**src/rtl/mac_result_drain_pkg.sv**
```systemverilog
// Shared definitions for the matrix-multiply result drain: geometry constants,
// the drain FSM state type and the optional 16-bit output saturation helper.
package mac_pkg;

  localparam int MAC_DIM      = 4;
  localparam int MAC_ELEM_W   = 32;
  localparam int MAC_NUM_ELEM = MAC_DIM * MAC_DIM;

  typedef enum logic [1:0] {
    IDLE   = 2'd0,
    STREAM = 2'd1,
    FINISH = 2'd2
  } drain_state_t;

  // Clamp a signed element into the signed 16-bit range.
  function automatic logic signed [15:0] sat16(input logic signed [MAC_ELEM_W-1:0] v);
    logic signed [15:0] r;
    if (v > $signed(MAC_ELEM_W'(32767))) begin
      r = 16'sh7FFF;
    end else if (v < -$signed(MAC_ELEM_W'(32768))) begin
      r = 16'sh8000;
    end else begin
      r = v[15:0];
    end
    return r;
  endfunction

endpackage

```
**src/rtl/mac_result_drain_rise_detect.sv**
```systemverilog
// Single-bit rising-edge detector: registers the input and flags in & ~in_q.
module rise_detect (
  input  logic clk,
  input  logic reset,
  input  logic in,
  output logic rise
);

  logic in_q;

  // Previous-cycle copy of the input, cleared by reset so a level held high
  // across reset release is seen as a fresh edge.
  always_ff @(posedge clk or posedge reset) begin
    if (reset) begin
      in_q <= 1'b0;
    end else begin
      in_q <= in;
    end
  end

  assign rise = in & ~in_q;

endmodule

```
**src/rtl/mac_result_drain.sv**
```systemverilog
// Captures the 4x4 result matrix on the rising edge of done_matrix_mult and
// streams it out row-major over valid/ready. Define MAC_DRAIN_SAT16_EN to
// saturate each output word to signed 16-bit range.
module mac_result_drain
  import mac_pkg::*;
#(
  parameter int ELEM_W   = MAC_ELEM_W,
  parameter int NUM_ELEM = MAC_NUM_ELEM
) (
  input  logic                       clk,
  input  logic                       reset,
  input  logic                       done_matrix_mult,
  input  logic [ELEM_W*NUM_ELEM-1:0] y,
  output logic                       out_valid,
  input  logic                       out_ready,
  output logic [ELEM_W-1:0]          out_data,
  output logic                       out_last,
  output logic [3:0]                 out_index,
  output logic                       drain_done,
  output logic                       overrun
);

  localparam int VEC_W = ELEM_W * NUM_ELEM;
  localparam int IDX_W = 4;
  localparam int SEL_W = $clog2(VEC_W);
  localparam logic [IDX_W-1:0] LAST_IDX = IDX_W'(NUM_ELEM - 1);

  logic               capture_s;
  logic               load_s;
  drain_state_t       state_r;
  drain_state_t       state_nxt_s;
  logic [IDX_W-1:0]   index_r;
  logic [IDX_W-1:0]   index_nxt_s;
  logic [VEC_W-1:0]   hold_r;
  logic               overrun_r;
  logic [SEL_W-1:0]   sel_lsb_s;
  logic [ELEM_W-1:0]  elem_s;

  rise_detect u_capture_rise (
    .clk   (clk),
    .reset (reset),
    .in    (done_matrix_mult),
    .rise  (capture_s)
  );

  // Drain FSM next-state and index sequencing.
  always_comb begin
    state_nxt_s = state_r;
    index_nxt_s = index_r;
    load_s      = 1'b0;
    case (state_r)
      IDLE: begin
        if (capture_s) begin
          state_nxt_s = STREAM;
          index_nxt_s = '0;
          load_s      = 1'b1;
        end else begin
          state_nxt_s = IDLE;
        end
      end
      STREAM: begin
        if (out_ready) begin
          if (index_r == LAST_IDX) begin
            state_nxt_s = FINISH;
          end else begin
            index_nxt_s = index_r + IDX_W'(1);
          end
        end else begin
          state_nxt_s = STREAM;
        end
      end
      FINISH: begin
        state_nxt_s = IDLE;
      end
      default: begin
        state_nxt_s = IDLE;
        index_nxt_s = '0;
      end
    endcase
  end

  // State, index and holding register; the holding register only loads on capture.
  always_ff @(posedge clk or posedge reset) begin
    if (reset) begin
      state_r <= IDLE;
      index_r <= '0;
      hold_r  <= '0;
    end else begin
      state_r <= state_nxt_s;
      index_r <= index_nxt_s;
      if (load_s) begin
        hold_r <= y;
      end else begin
        hold_r <= hold_r;
      end
    end
  end

  // A capture edge outside IDLE is dropped but latched as a sticky error.
  always_ff @(posedge clk or posedge reset) begin
    if (reset) begin
      overrun_r <= 1'b0;
    end else if (capture_s && (state_r != IDLE)) begin
      overrun_r <= 1'b1;
    end else begin
      overrun_r <= overrun_r;
    end
  end

  // Element 0 (C[0][0]) sits in the most significant word of the vector.
  always_comb begin
    sel_lsb_s = SEL_W'((NUM_ELEM - 1 - int'(index_r)) * ELEM_W);
    elem_s    = hold_r[sel_lsb_s +: ELEM_W];
  end

`ifdef MAC_DRAIN_SAT16_EN
  logic signed [15:0] sat_s;

  // Saturate the selected element and sign-extend back to the bus width.
  always_comb begin
    sat_s    = sat16(elem_s);
    out_data = {{(ELEM_W-16){sat_s[15]}}, sat_s};
  end
`else
  assign out_data = elem_s;
`endif

  assign out_valid  = (state_r == STREAM);
  assign out_last   = (state_r == STREAM) && (index_r == LAST_IDX);
  assign out_index  = index_r;
  assign drain_done = (state_r == FINISH);
  assign overrun    = overrun_r;

endmodule

```
**config.mk**
```make
export PLATFORM = sky130hd
export DESIGN_NAME = mac_result_drain
export DESIGN_NICKNAME = d
export VERILOG_FILES = /design/src/rtl/mac_result_drain_pkg.sv /design/src/rtl/mac_result_drain_rise_detect.sv /design/src/rtl/mac_result_drain.sv
export SDC_FILE = /design/constraint.sdc
export NUM_CORES = 1
export LEC_CHECK = 0
export BUFFER_PORTS_ARGS = -buffer_cell sky130_fd_sc_hd__buf_2
export CAP_MARGIN = 15
export CORE_MARGIN = 2
export CORE_UTILIZATION = 40
export DETAILED_ROUTE_END_ITERATION = 10
export PLACE_DENSITY = 0.68
export SKIP_LAST_GASP = 1
export SLEW_MARGIN = 25
export SYNTH_ARGS = -nofsm -noshare
export SYNTH_HDL_FRONTEND = slang
export SYNTH_SLANG_ARGS = --single-unit
```
**constraint.sdc**
```tcl
create_clock -name clk -period 22.2 [get_ports clk]
set_clock_uncertainty 0.15 [all_clocks]
set_input_delay 1.11 -clock clk [delete_from_list [all_inputs] [get_ports clk]]
set_output_delay 1.11 -clock clk [all_outputs]
set_load 0.01 [all_outputs]
```
### Word level (Yosys, flattened, before mapping)

Index checks and enable logic that the tools add are counted.

* $add $sub $neg: 2
* eq/ne operators: 7
* shifts and indexed selects: 1
* muxes and demuxes: 10
* bitwise operators: 3
* reductions and logical operators: 5

Operators with widths (number)
* $shiftx 512x10->32: 1
* $mux 4: 3
* $pmux 4 s3: 1
* $add 4x1->4 const B: 1
* $eq 4x4->1 const B: 1
* $mux 2: 2
* $ne 2x2->1 const B: 2
* $pmux 2 s2: 1
* $reduce_and 4->1: 1
* $sub 4x4->4 const A: 1
* $mux 1: 3
* $ne 3x2->1 const B: 1
* $eq 2x1->1 const B: 1
* $eq 2x2->1 const B: 1
* $logic_and 1x1->1: 2
* $logic_not 2->1: 1
* $ne 2x1->1 const B: 1
* $not 1->1: 2
* $reduce_bool 2->1: 1
* $and 1x1->1: 1

* register bits: 520
* input port bits: 516
* output and inout port bits: 40
* word-level logic and storage cells: 33

### Logic depth before layout (Yosys ltp)

* depth after elaboration: 4
* mapped depth: 7
* gate-level depth less buffers: 5

### Modules after synthesis

From an unflattened synthesis, not the netlist that was laid out.

* cell total of the unflattened synthesis: 2610
* area, all modules: 23686.5 um2

By module, submodules not included
* mac_result_drain: instances 1, cells an instance 2607, area an instance 23643.9 um2, sequential area each 12987.5 um2
* rise_detect: instances 1, cells an instance 3, area an instance 42.5 um2, sequential area each 25.0 um2

### Least setup slack after synthesis

Ideal clock, no wire load.

* path type: register to output
* from: register index_r[0] (netlist: out_index[0])
* to: output out_data[11]
* arrival time: 1699 ps
* required time: 20940 ps
* setup slack: 19241 ps
* cell stages (with the launch flop): 6
* path buffers: 2
* cells stage by stage: dfrtp_1 > buf_4 > buf_2 > mux4_2 > a22oi_1 > nand2_1

* longest elaborated chain between the ends: 2

RTL lines
* start, declared: RTL line mac_result_drain.sv:32 `logic [IDX_W-1:0] index_r;`
* start signal, assigned: RTL line mac_result_drain.sv:90 `index_r <= index_nxt_s;`
* $sub 4x4->4: RTL line mac_result_drain.sv:112 `sel_lsb_s = SEL_W'((NUM_ELEM - 1 - int'(index_r)) * ELEM_W);`
* $shiftx 512x10->32: RTL line mac_result_drain.sv:113 `elem_s = hold_r[sel_lsb_s +: ELEM_W];`
* end, declared: RTL line mac_result_drain.sv:16 `output logic [ELEM_W-1:0] out_data,`

Every way passes these cells.

### Worst setup path after layout

* from: register index_r[0] (netlist: out_index[0])
* to: output out_data[2]

Same word-level chain as after synthesis.

==> flow_summary.json <==
{
  "syn_inst": 1525,
  "place.gp.congestion": 0.828,
  "startpoint": "out_index[0]$_DFFE_PP0P_",
  "critPathKind": "reg -> out",
  "critPathLaunchType": "flop",
  "dr.pass1.iters": 4,
  "peakVddDrop_uv": 83.4,
  "finalCritPeriodShare_pct": 22.5,
  "synth_cell_types": 30,
  "clkTransAtPathRegs_ps": 60,
  "required_ps": 20940,
  "first_iter_violations": 818,
  "post_cts_buffers": 0,
  "wirelength_mm": 66.3,
  "finalInstanceArea_sq_mm": 0.0288,
  "r2r_end": "hold_r[414]$_DFFE_PP0P_",
  "dr_total_vias": 15200,
  "multi_input_area_sq_mm": 0.00975,
  "critical_path.top_delay_family": "flip-flops",
  "postCtsHoldBufs": 0,
  "fin_tns_setup_ps": 0,
  "seq_area_frac_synth_pct": 55.2,
  "hp-class": "reg -> reg",
  "status": "completed",
  "cts_tree": "yes",
  "hold-path-cell-count": 1,
  "rsz0062_at_grt": "false",
  "nNetsFinal": 2569,
  "cts.path.max_buffers": 3,
  "drc_errors": 0,
  "critical_path_arrival_ps": 3730,
  "synth.net_count": 2042,
  "worst_pin_slew_ps": 1090,
  "cp.buffers_inverters": 2,
  "maxCapViolations": 0,
  "syn2layout_area_growth_pct": 22.3,
  "yosysWarnings": 0,
  "power_mw": 4.30,
  "cts_buffers": 57,
  "hpwl_mm": 47.2,
  "r2r_start": "state_r[0]$_DFFE_PP0P_",
  "die_y_microns": 247,
  "p_leak_nw": 12.9,
  "hold_start": "overrun$_DFFE_PP0P_",
  "seqCellArea_sq_mm": 0.0130,
  "placed_area_sq_mm": 0.0267,
  "crit_chain": "buf_12 > mux4_2 > a22oi_1 > nand2_1 > buf_2",
  "critPathMaxStageDelay_ps": 900,
  "start_util_pct": 40.7,
  "slew_headroom_pct": 27.4,
  "whs_endpoint": "overrun$_DFFE_PP0P_",
  "grt_antenna_before_repair": 48,
  "finalSetupViolCount": 0,
  "ctsResizeCount": 0,
  "syn_area_sq_mm": 0.0236,
  "grt_pass1_vias": 16300,
  "ios": 556,
  "worstPathMaxFanout": 86,
  "cts_root_buf": "clkbuf_16",
  "cp-end-kind": "output port",
  "fmax_ghz": 0.201,
  "power_density_mw_per_mm2": 149,
  "clock_sinks": 520,
  "drtAntennaViolNets": 0,
  "fillCellCount": 5034,
  "die_w_microns": 247,
  "core_sq_mm": 0.0579,
  "via_per_inst": 5.26,
  "die_area_sq_mm": 0.0608,
  "grt_max_degree": 201,
  "portBuffers": 555,
  "syn_area_per_cell_sq_um": 15.4,
  "grt_usage_pct": 21.5,
  "gr-total-overflow": 0,
  "wl_per_cell_microns": 23.0,
  "slew_violations": 0,
  "ys_ff_latch": 520,
  "min_period_ps": 4990,
  "slowest_stage": "dfrtp_4",
  "hold_violations": 0,
  "clk_latency_ps": 600,
  "grt_pass1_wl_mm": 98.0,
  "r2r_setup_slack_ps": 18380,
  "rr_worst_depth": 5,
  "cts_max_level": 2,
  "drive_gt1_share_pct": 60.0,
  "rows": 88
}
==> flip-flops by register name (all words and copies together), names as in the netlist <==
signal	flops
hold_r	512
out_index	4
state_r	2
overrun	1
u_capture_rise.in_q	1
==> routing by layer <==
metal  vias to the layer above  wire length, microns  GRT usage [%]
li1                       6756                     -              -
met1                      7726                 27400           27.6
met2                       504                 31100           33.7
met3                       146                  5710           7.52
met4                        42                  1830           7.46
met5                         -                   272              0
==> Yosys cell counts <==
master | number | area [sq um]
buf_1 | 4 | 15.0
nand2b_1 | 7 | 43.8
nor3_1 | 1 | 5.00
nor2_1 | 6 | 22.5
inv_1 | 2 | 7.51
ha_1 | 1 | 12.5
clkbuf_1 | 13 | 48.8
nand2_1 | 35 | 131
or3_1 | 1 | 6.26
buf_2 | 36 | 180
nor4b_4 | 1 | 23.8
nand4_1 | 1 | 6.26
buf_6 | 40 | 450
xor2_1 | 1 | 8.76
a21o_1 | 3 | 22.5
o22ai_1 | 1 | 6.26
o21bai_1 | 1 | 7.51
o21a_1 | 1 | 7.51
mux4_2 | 69 | 1550
nand3_1 | 33 | 165
a21oi_1 | 1 | 5.00
buf_4 | 16 | 120
o221ai_1 | 1 | 8.76
mux2i_1 | 118 | 1180
dfrtp_1 | 520 | 13000
a22oi_1 | 91 | 683
mux2_2 | 512 | 5770
o21ai_0 | 2 | 10.0
and2_1 | 2 | 12.5
nor2b_1 | 5 | 31.3
==> metrics by stage <==
stage	worst slack, ps	util [%]	hold WS, ps	instances
after floorplan	6410	-	325	1525
after global placement	17520	46.1	311	2755
after detailed placement	17400	46.1	317	2755
after CTS	17010	49.5	336	2856
after global routing	16890	49.7	359	2878
final	17210	49.8	332	2884
==> worst max-delay path by stage <==
| stage | endpoint | depth (start not counted) |
|---|---|---|
| 2_1_floorplan | hold_r[0]$_DFFE_PP0P_ | 1 |
| 3_3_place_gp | hold_r[287]$_DFFE_PP0P_ | 5 |
| 3_5_place_dp | hold_r[415]$_DFFE_PP0P_ | 5 |
| 4_1_cts | out_data[2] | 6 |
| 5_1_grt | out_data[2] | 5 |
| 6_report | out_data[2] | 5 |
==> cell families (layout without fill, tap and decap cells) <==
kind of cell	after synthesis	in the layout	share of synthesized area, %
AOI/OAI and AO/OA	101	101	3.19
buffers and inverters	111	680	3.49
DFF	520	520	55.2
muxes	699	699	36.1
xor gates and xnor gates	1	1	0.0372
and+or+nand+nor	92	92	1.90
adders and majority gates	1	1	0.0531
other	0	25	0
==> layout by cell type, fill, tap and decap left out, drive strengths merged, types with 2 or more instances in the layout <==
| cell | count |
|---|---|
| o21ai | 2 |
| nand3 | 33 |
| bufinv | 6 |
| a21o | 3 |
| inv | 3 |
| clkinv | 8 |
| nand2b | 7 |
| buf | 577 |
| nand2 | 35 |
| clkinvlp | 2 |
| diode | 25 |
| nor2 | 6 |
| clkbuf | 84 |
| mux2i | 118 |
| a22oi | 91 |
| mux4 | 69 |
| mux2 | 512 |
| dfrtp | 520 |
| nor2b | 5 |
| and2 | 2 |
==> cell type report <==
cell class	instances	area share, %
antenna	25	0.217
clock buffer	84	5.87
clock inverter	17	0.881
inverter	2	0.0695
multi-input combinational	894	33.8
sequential	520	45.2
tap	765	3.32
timing repair buffer	577	10.6
==> power by group <==
| group | switching, mW | internal [mW] |
|---|---|---|
| Sequential | 0.270 | 1.43 |
| Clock | 0.385 | 0.594 |
| Combinational | 0.759 | 0.869 |
| Total | 1.41 | 2.89 |
(Power assumes the default switching activity.)
